--- src/rtl/pc_unit_if.sv ---
// Fetch-stage control and handshake bundle between next-PC/hazard logic, pc_unit and imem.
interface pc_unit_if #(
    parameter int unsigned ADDR_W = 32,
    parameter int unsigned CNT_W  = 16
);
    logic              start_i;
    logic              stall_i;
    logic              redirect_valid_i;
    logic [ADDR_W-1:0] redirect_pc_i;
    logic              exc_i;
    logic              halt_i;
    logic              fetch_ready_i;
    logic              fetch_valid_o;
    logic [ADDR_W-1:0] pc_o;
    logic [ADDR_W-1:0] pc_plus_o;
    logic              misalign_o;
    logic [1:0]        state_o;
    logic [CNT_W-1:0]  stall_cnt_o;

    modport master (
        output start_i, stall_i, redirect_valid_i, redirect_pc_i, exc_i, halt_i, fetch_ready_i,
        input  fetch_valid_o, pc_o, pc_plus_o, misalign_o, state_o, stall_cnt_o
    );

    modport slave (
        input  start_i, stall_i, redirect_valid_i, redirect_pc_i, exc_i, halt_i, fetch_ready_i,
        output fetch_valid_o, pc_o, pc_plus_o, misalign_o, state_o, stall_cnt_o
    );
endinterface

--- src/rtl/pc_unit.sv ---
// Fetch-stage program counter: reset/exception vectors, redirect with alignment,
// halt/resume FSM and a saturating stall counter.
module pc_unit #(
    parameter int unsigned     ADDR_W      = 32,
    parameter int unsigned     INSTR_BYTES = 4,
    parameter logic [ADDR_W-1:0] RESET_VEC = 32'h0000_0000,
    parameter logic [ADDR_W-1:0] EXC_VEC   = 32'h0000_0080,
    parameter int unsigned     CNT_W       = 16
) (
    input  logic       clk_i,
    input  logic       rst_i,
    pc_unit_if.slave   bus
);
    typedef enum logic [1:0] {
        IDLE    = 2'b00,
        RUN     = 2'b01,
        HALTED  = 2'b10,
        ILLEGAL = 2'b11
    } state_e;

    // Mask form keeps INSTR_BYTES=1 legal (no zero-width slice).
    localparam logic [ADDR_W-1:0] ALIGN_MASK = ADDR_W'(INSTR_BYTES - 1);
    localparam logic [ADDR_W-1:0] PC_INC     = ADDR_W'(INSTR_BYTES);

    state_e            state_q, state_d;
    logic [ADDR_W-1:0] pc_q, pc_d;
    logic              mis_q, mis_d;
    logic [CNT_W-1:0]  cnt_q, cnt_d;
    logic [ADDR_W-1:0] pc_plus;

    assign pc_plus = pc_q + PC_INC;

    always_comb begin
        state_d = state_q;
        pc_d    = pc_q;
        mis_d   = 1'b0;
        cnt_d   = cnt_q;
        unique case (state_q)
            IDLE: begin
                if (bus.start_i) state_d = RUN;
            end
            RUN: begin
                if (bus.exc_i) begin
                    pc_d = EXC_VEC;
                end else begin
                    if (bus.redirect_valid_i) begin
                        pc_d  = bus.redirect_pc_i & ~ALIGN_MASK;
                        mis_d = |(bus.redirect_pc_i & ALIGN_MASK);
                    end else if (bus.stall_i) begin
                        if (cnt_q != '1) cnt_d = cnt_q + CNT_W'(1);
                    end else if (bus.fetch_ready_i) begin
                        pc_d = pc_plus;
                    end
                    if (bus.halt_i) state_d = HALTED;
                end
            end
            HALTED: begin
                if (bus.exc_i) begin
                    state_d = RUN;
                    pc_d    = EXC_VEC;
                end else if (bus.start_i) begin
                    state_d = RUN;
                end
            end
            default: state_d = IDLE;
        endcase
    end

    always_ff @(posedge clk_i) begin
        if (rst_i) begin
            state_q <= IDLE;
            pc_q    <= RESET_VEC;
            mis_q   <= 1'b0;
            cnt_q   <= '0;
        end else begin
            state_q <= state_d;
            pc_q    <= pc_d;
            mis_q   <= mis_d;
            cnt_q   <= cnt_d;
        end
    end

    assign bus.fetch_valid_o = (state_q == RUN);
    assign bus.pc_o          = pc_q;
    assign bus.pc_plus_o     = pc_plus;
    assign bus.misalign_o    = mis_q;
    assign bus.state_o       = state_q;
    assign bus.stall_cnt_o   = cnt_q;
endmodule
--- src/flat_wrapper.sv ---
// flat-port wrapper written by rule: the top's interface ports become plain ports
module pc_unit_flat 
#(
    parameter int unsigned     ADDR_W      = 32,
    parameter int unsigned     INSTR_BYTES = 4,
    parameter logic [ADDR_W-1:0] RESET_VEC = 32'h0000_0000,
    parameter logic [ADDR_W-1:0] EXC_VEC   = 32'h0000_0080,
    parameter int unsigned     CNT_W       = 16
)
  (clk_i, rst_i, bus_start_i, bus_stall_i, bus_redirect_valid_i, bus_redirect_pc_i, bus_exc_i, bus_halt_i, bus_fetch_ready_i, bus_fetch_valid_o, bus_pc_o, bus_pc_plus_o, bus_misalign_o, bus_state_o, bus_stall_cnt_o);
  pc_unit_if #(.ADDR_W(ADDR_W), .CNT_W(CNT_W)) bus_i ();
  input  logic clk_i;
  input  logic rst_i;
  input wire logic [$bits(bus_i.start_i)-1:0] bus_start_i;
  input wire logic [$bits(bus_i.stall_i)-1:0] bus_stall_i;
  input wire logic [$bits(bus_i.redirect_valid_i)-1:0] bus_redirect_valid_i;
  input wire logic [$bits(bus_i.redirect_pc_i)-1:0] bus_redirect_pc_i;
  input wire logic [$bits(bus_i.exc_i)-1:0] bus_exc_i;
  input wire logic [$bits(bus_i.halt_i)-1:0] bus_halt_i;
  input wire logic [$bits(bus_i.fetch_ready_i)-1:0] bus_fetch_ready_i;
  output wire logic [$bits(bus_i.fetch_valid_o)-1:0] bus_fetch_valid_o;
  output wire logic [$bits(bus_i.pc_o)-1:0] bus_pc_o;
  output wire logic [$bits(bus_i.pc_plus_o)-1:0] bus_pc_plus_o;
  output wire logic [$bits(bus_i.misalign_o)-1:0] bus_misalign_o;
  output wire logic [$bits(bus_i.state_o)-1:0] bus_state_o;
  output wire logic [$bits(bus_i.stall_cnt_o)-1:0] bus_stall_cnt_o;
  assign bus_i.start_i = bus_start_i;
  assign bus_i.stall_i = bus_stall_i;
  assign bus_i.redirect_valid_i = bus_redirect_valid_i;
  assign bus_i.redirect_pc_i = bus_redirect_pc_i;
  assign bus_i.exc_i = bus_exc_i;
  assign bus_i.halt_i = bus_halt_i;
  assign bus_i.fetch_ready_i = bus_fetch_ready_i;
  assign bus_fetch_valid_o = bus_i.fetch_valid_o;
  assign bus_pc_o = bus_i.pc_o;
  assign bus_pc_plus_o = bus_i.pc_plus_o;
  assign bus_misalign_o = bus_i.misalign_o;
  assign bus_state_o = bus_i.state_o;
  assign bus_stall_cnt_o = bus_i.stall_cnt_o;
  pc_unit #(.ADDR_W(ADDR_W), .INSTR_BYTES(INSTR_BYTES), .RESET_VEC(RESET_VEC), .EXC_VEC(EXC_VEC), .CNT_W(CNT_W)) u_core (.clk_i(clk_i), .rst_i(rst_i), .bus(bus_i));
endmodule
--- config.mk ---
export PLATFORM = sky130hd
export DESIGN_NAME = pc_unit_flat
export DESIGN_NICKNAME = d
export VERILOG_FILES = /design/src/rtl/pc_unit_if.sv /design/src/rtl/pc_unit.sv /design/src/flat_wrapper.sv
export SDC_FILE = /design/constraint.sdc
export NUM_CORES = 1
export LEC_CHECK = 0
export ABC_AREA = 1
export CAP_MARGIN = 20
export CORE_ASPECT_RATIO = 1.5
export CORE_MARGIN = 2
export CORE_UTILIZATION = 46
export DETAILED_ROUTE_END_ITERATION = 8
export PLACE_DENSITY = 0.82
export SLEW_MARGIN = 20
export SYNTH_ARGS = -nofsm -noshare
export SYNTH_HDL_FRONTEND = slang
export SYNTH_SLANG_ARGS = --single-unit
--- constraint.sdc ---
create_clock -name clk_i -period 2.3 [get_ports clk_i]
set_input_delay 0.69 -clock clk_i [delete_from_list [all_inputs] [get_ports clk_i]]
set_output_delay 0.69 -clock clk_i [all_outputs]
set_load 0.005 [all_outputs]
# Yosys cells after proc, flatten, opt, wreduce, memory -nomap -nowiden
# Cells that the tools add are included.
dict set report word_totals {
  inputBits 40
  reg_bits 51
}
dict set report classes {
  reduce_logical 7
  n_addsub 2
  bitwise 3
  n_eq_ne 8
  muxes 11
}
# operator count
set op_table {}
lappend op_table {{$mux 32} 5}
lappend op_table {{$pmux 32 s2} 1}
lappend op_table {{$add 32x3->32 const B} 1}
lappend op_table {{$add 16x1->16 const B} 1}
lappend op_table {{$ne 16x16->1 const B} 1}
lappend op_table {{$mux 2} 4}
lappend op_table {{$ne 4x4->1 const B} 2}
lappend op_table {{$ne 2x2->1 const B} 3}
lappend op_table {{$pmux 2 s3} 1}
lappend op_table {{$reduce_and 5->1} 1}
lappend op_table {{$reduce_and 4->1} 1}
lappend op_table {{$reduce_or 4->1} 1}
lappend op_table {{$not 1->1} 3}
lappend op_table {{$eq 2x1->1 const B} 1}
lappend op_table {{$eq 2x2->1 const B} 1}
lappend op_table {{$logic_not 2->1} 1}
lappend op_table {{$reduce_and 2->1} 1}
lappend op_table {{$reduce_bool 2->1} 1}
lappend op_table {{$reduce_or 2->1} 1}

# Depth between registers and ports, before layout
# Gate-level depths: netlist (run 1).
dict set report depth {
  word_depth 6
  ltp_mapped 12
  depth_no_buf 11
}

# Least setup slack after synthesis (run 1)
# OpenSTA, ideal clock, no wires.
dict set report synth_timing {
  kind {flip-flop to output port}
  start {reg u_core.pc_q[2] (netlist: u_core.bus.pc_o[2])}
  end {out bus_pc_plus_o[26]}
  slack_ns 0.318
  path_stages_with_launch 8
  arrival_ns 1.292
  required_time_ns 1.610
  cell_sequence {dfxtp_1 -> ha_1 -> nand2_1 -> nor2_1 -> nand2_1 -> nor2_2 -> nand3_1 -> nand2_1}
}
dict set report synth_between {
  elab_chain_cells 1
}
# element line
set synth_rtl {}
lappend synth_rtl {{from (decl)} pc_unit.sv:26} ;# logic [ADDR_W-1:0] pc_q, pc_d;
lappend synth_rtl {{from (signal assigned)} pc_unit.sv:77} ;# pc_q <= pc_d;
lappend synth_rtl {{$add 32x3->32} pc_unit.sv:31} ;# assign pc_plus = pc_q + PC_INC;
lappend synth_rtl {{to (decl)} flat_wrapper.sv:23} ;# output wire logic [$bits(bus_i.pc_plus_o)-1:0] bus_pc_plus_o;
# No other way between the ends.

# Final worst setup path (run 1)
dict set report layout_timing {
  start {reg u_core.pc_q[9] (netlist: u_core.bus.pc_o[9])}
  end {out bus_pc_plus_o[24]}
}
# Same word-level chain as after synthesis.

==> results of run 1 <==
-- kinds of logic after synthesis --
family / synth area share
simple gates: 0.4391
flops: 0.2815
fa+ha+maj: 0.02154
compound gates: 0.1267
xor+xnor: 0.03519
buf+inv: 0.09479
other cells: 0.001076
-- final cells by class --
cell class	instances	area, um2	share of cell area
Tap cell	100	125.1	0.01903
Sequential cell	49	1013	0.1541
Multi-Input combinational cell	470	2789	0.4242
Inverter	52	200.2	0.03045
Clock inverter	2	10.01	0.001522
Timing Repair Buffer	269	2365	0.3597
Clock buffer	6	72.57	0.01104
-- metal layers --
| metal | vias to the layer above | GRT usage | routed length [um] |
|---|---|---|---|
| met5 | - | 0 | 117 |
| met1 | 2736 | 0.4317 | 6883 |
| met4 | 6 | 0.2583 | 2747 |
| met2 | 739 | 0.6608 | 9814 |
| li1 | 2367 | - | - |
| met3 | 345 | 0.1195 | 3682 |
-- layout by cell type, fill, tap and decap left out, types with 2 or more instances in the layout --
cell,netlist,layout
inv_4,0,2
o21ai_1,11,8
inv_1,46,45
clkbuf_2,0,3
nand3b_1,3,3
nand3_2,1,11
buf_4,6,116
nand2_4,1,17
nor2_2,5,8
clkbuf_8,0,5
nor2_1,107,84
buf_6,4,35
o21ai_2,1,7
nand3_1,34,19
xor2_1,9,8
buf_2,3,19
o21ai_0,14,9
inv_2,4,3
nand2_2,3,36
xnor2_1,5,2
nand4_1,7,7
dfxtp_2,0,8
a21oi_1,36,33
a21oi_2,10,13
buf_12,0,3
clkinv_2,0,2
clkinv_1,2,2
conb_1,1,4
o211ai_1,3,3
nand2_1,197,147
dfxtp_4,0,6
xnor2_2,0,3
nor3_1,7,7
o21ai_4,0,2
ha_1,6,4
nor2_4,1,21
nand3_4,0,5
clkdlybuf4s50_1,0,91
dfxtp_1,49,35
-- metrics by stage --
step	util	worst slack (ps)	instances	hold WS, ps	total power (W)
6_report	0.9039	-587.2	948	519.4	0.003119
5_1_grt	0.9039	-648.6	948	539.2	0.003181
2_1_floorplan	-	317.8	592	478.4	0.001517
4_1_cts	0.8361	-183.3	943	510.6	0.002773
3_5_place_dp	0.7286	-238.9	868	496.2	0.002137
3_3_place_gp	0.7286	-183.0	868	476.3	0.002108
-- registers in the layout, indices dropped and copies added (netlist names) --
name and count:
u_core.bus.pc_o 30, u_core.bus.stall_cnt_o 16, u_core.bus.state_o 2, u_core.bus.misalign_o 1
-- worst min path at each step --
| stage | end | slack [ps] |
|---|---|---|
| 2_1_floorplan | u_core.bus.stall_cnt_o[0] | 480 |
| 3_3_place_gp | u_core.bus.stall_cnt_o[0] | 480 |
| 3_5_place_dp | u_core.bus.pc_o[31] | 500 |
| 4_1_cts | u_core.bus.pc_o[31] | 510 |
| 5_1_grt | u_core.bus.stall_cnt_o[15] | 540 |
| 6_report | u_core.bus.stall_cnt_o[14] | 520 |
-- power by group --
part	leakage, nW	switching [W]	internal, W
sequential	0.405	0.000119	0.000931
clock	0.0450	0.000335	0.000213
combinational	2.42	0.000806	0.000714
-- tightest hold or removal path: stages, from the launching register on --
cell     delay, ps
dfxtp_1        350
nand2_1         90
a21oi_2         50
-- what timing repair did --
action                                  in CTS  in global routing
buffers inserted                            67                 18
endpoints found under the hold margin        0                  0
resized for setup                          193                129
pin swaps                                   49                 54
endpoints found under the setup margin      28                 32
==> results.toml, run 1 <==
[synth]
synthMostInstantiatedCell = "nand2_1"
synth_edf_count = 0
list_of_most_frequent_post_synthesis_cells = "197 x nand2_1, 107 x nor2_1, 49 x dfxtp_1"
synth-seq-cells = 49
synth_top_cells_by_area = "dfxtp_1 28%, nand2_1 21%, nor2_1 12%"
synthFlopType = "dfxtp_1"
synthesis.instances = 589
synthArstFlopShare = 0
synth-seq-area-share = 0.2815
post-synth-top-area-fraction = 0.2815
synthesis.yosys.warnings = 0
syn-cell-area_um2 = 3485
avg_inst_size_synth_um2 = 5.916
yosys.area.top_type = "dfxtp_1"
yosysUniqueCellTypes = 35

[finish]
nFillCells = 286
postLayoutCellArea_um2 = 6575
antenna_cells = 0
final_nets = 893
ratio_of_cells_with_drive_above_1_in_the_final_layout = 0.3915
flow.area_growth_from_synthesis_pct = 88.69

[flow_run]
maxCapViolations = 0

[worst_setup_path]
regToRegEndpoint = "u_core.bus.pc_o[25]"
worstPathCellList = "nand2_1 > nor2_1 > nand2_1 > nor2_4 > buf_6 > nand2_4 > nand2_4 > nand2_2 > buf_2"
worst-r2r-cell-count = 19
critical_path.endpoint = "bus_pc_plus_o[24]"
timing.critical_path.depth = 9
start_kind = "flip-flop"
worstSetupEndpointType = "output pin"
internal_reg_to_reg_setup_slack_ps = -310
critical-path-slowest-cell = "dfxtp_2"
rr_startpoint = "u_core.bus.pc_o[9]"
path_buf_inv = 2
crit_path_required_time_ps = 1610
critical_path.max_stage_delay_ps = 440
critPathKind = "flip-flop to output pin"
worst_path_dominant_cell_family = "simple AND/OR/NAND/NOR gates"
critical_path_peak_fanout = 3
crit_arrival_ps = 2200
crit_path_start = "u_core.bus.pc_o[9]"

[global_routing]
grt_usage = 0.4032
grt_overflow = 0
antenna_found_initial = 0
grt_max_degree = 48
grt_first_pass_wirelength_mm = 26.32
first_global_vias = 5429

[sta]
rsz_0062_raised_after_global_routing = "yes"
clock.fmax_ghz = 0.3464
final.setup.worst_slack_ps = -587.2
final.min_clock_period_ps = 2887
slew_viol_final = 0
least_margin_pin_slew_ps = 538.2
relSlewSlack = 0.6385
finalClockSkew_ps = 20.50
hold_viol_final = 0
setup_violations = 33
layout_worst_path_cycle_share = 1.255
setup-tns-final_ps = -10170

[clock_tree]
cts_root_buf = "clkbuf_8"
cts_made_buffers = 5
worst_skew_pair.late_latency_ps = 320
clock_tree.buffer_depth = 2
cts_tree = "done"
cts-hold-fix-buffers = 0
clock_tree_sinks = 49
htree_num_levels = 2
clk_transition_reported_paths_ps = 100

[pwr]
power.density_nw_per_um2 = 474.3
total_leakage_power_nw = 2.865
power.ir.vdd_worst_v = 0.0004638

[floorplanning]
core_um2 = 7274
start_util = 0.4790
die_w_um = 75.07
die_y_um = 110.6
dieArea_um2 = 8302
core.rowCount = 38
design.portCount = 124

[outcome]
status = "finished, violations left"
violations_in_the_final_reports = "DRC, setup timing"

[worst_hold_path]
hold_start = "u_core.bus.stall_cnt_o[14]"
worst_hold_path_type = "flip-flop to flip-flop"
worst_hold_path.num_cells = 2

[placed_design]
place_hpwl_mm = 8.967
gp_congestion = 0.9543
detailed_place.area_um2 = 5300
place.port_buffers = 119

[routing]
route.detailed.wl_per_inst_um = 24.52
drt_antenna_net_count = 0
viasPerCell = 6.533
remaining_drc_errors = 2
drtPass1Iterations = 9
totalWireLength_mm = 23.25
count_of_vias_placed_by_the_detailed_router = 6193
detailedRoute.firstIterationViolations = 1316
(Power assumes the default switching activity.)
==> run 2: changes to the inputs <==
CTS_CLUSTER_DIAMETER = 30   (was not set)
==> results of run 2 <==
Same layout as run 1: the final DEF is identical, and so are final timing and power.
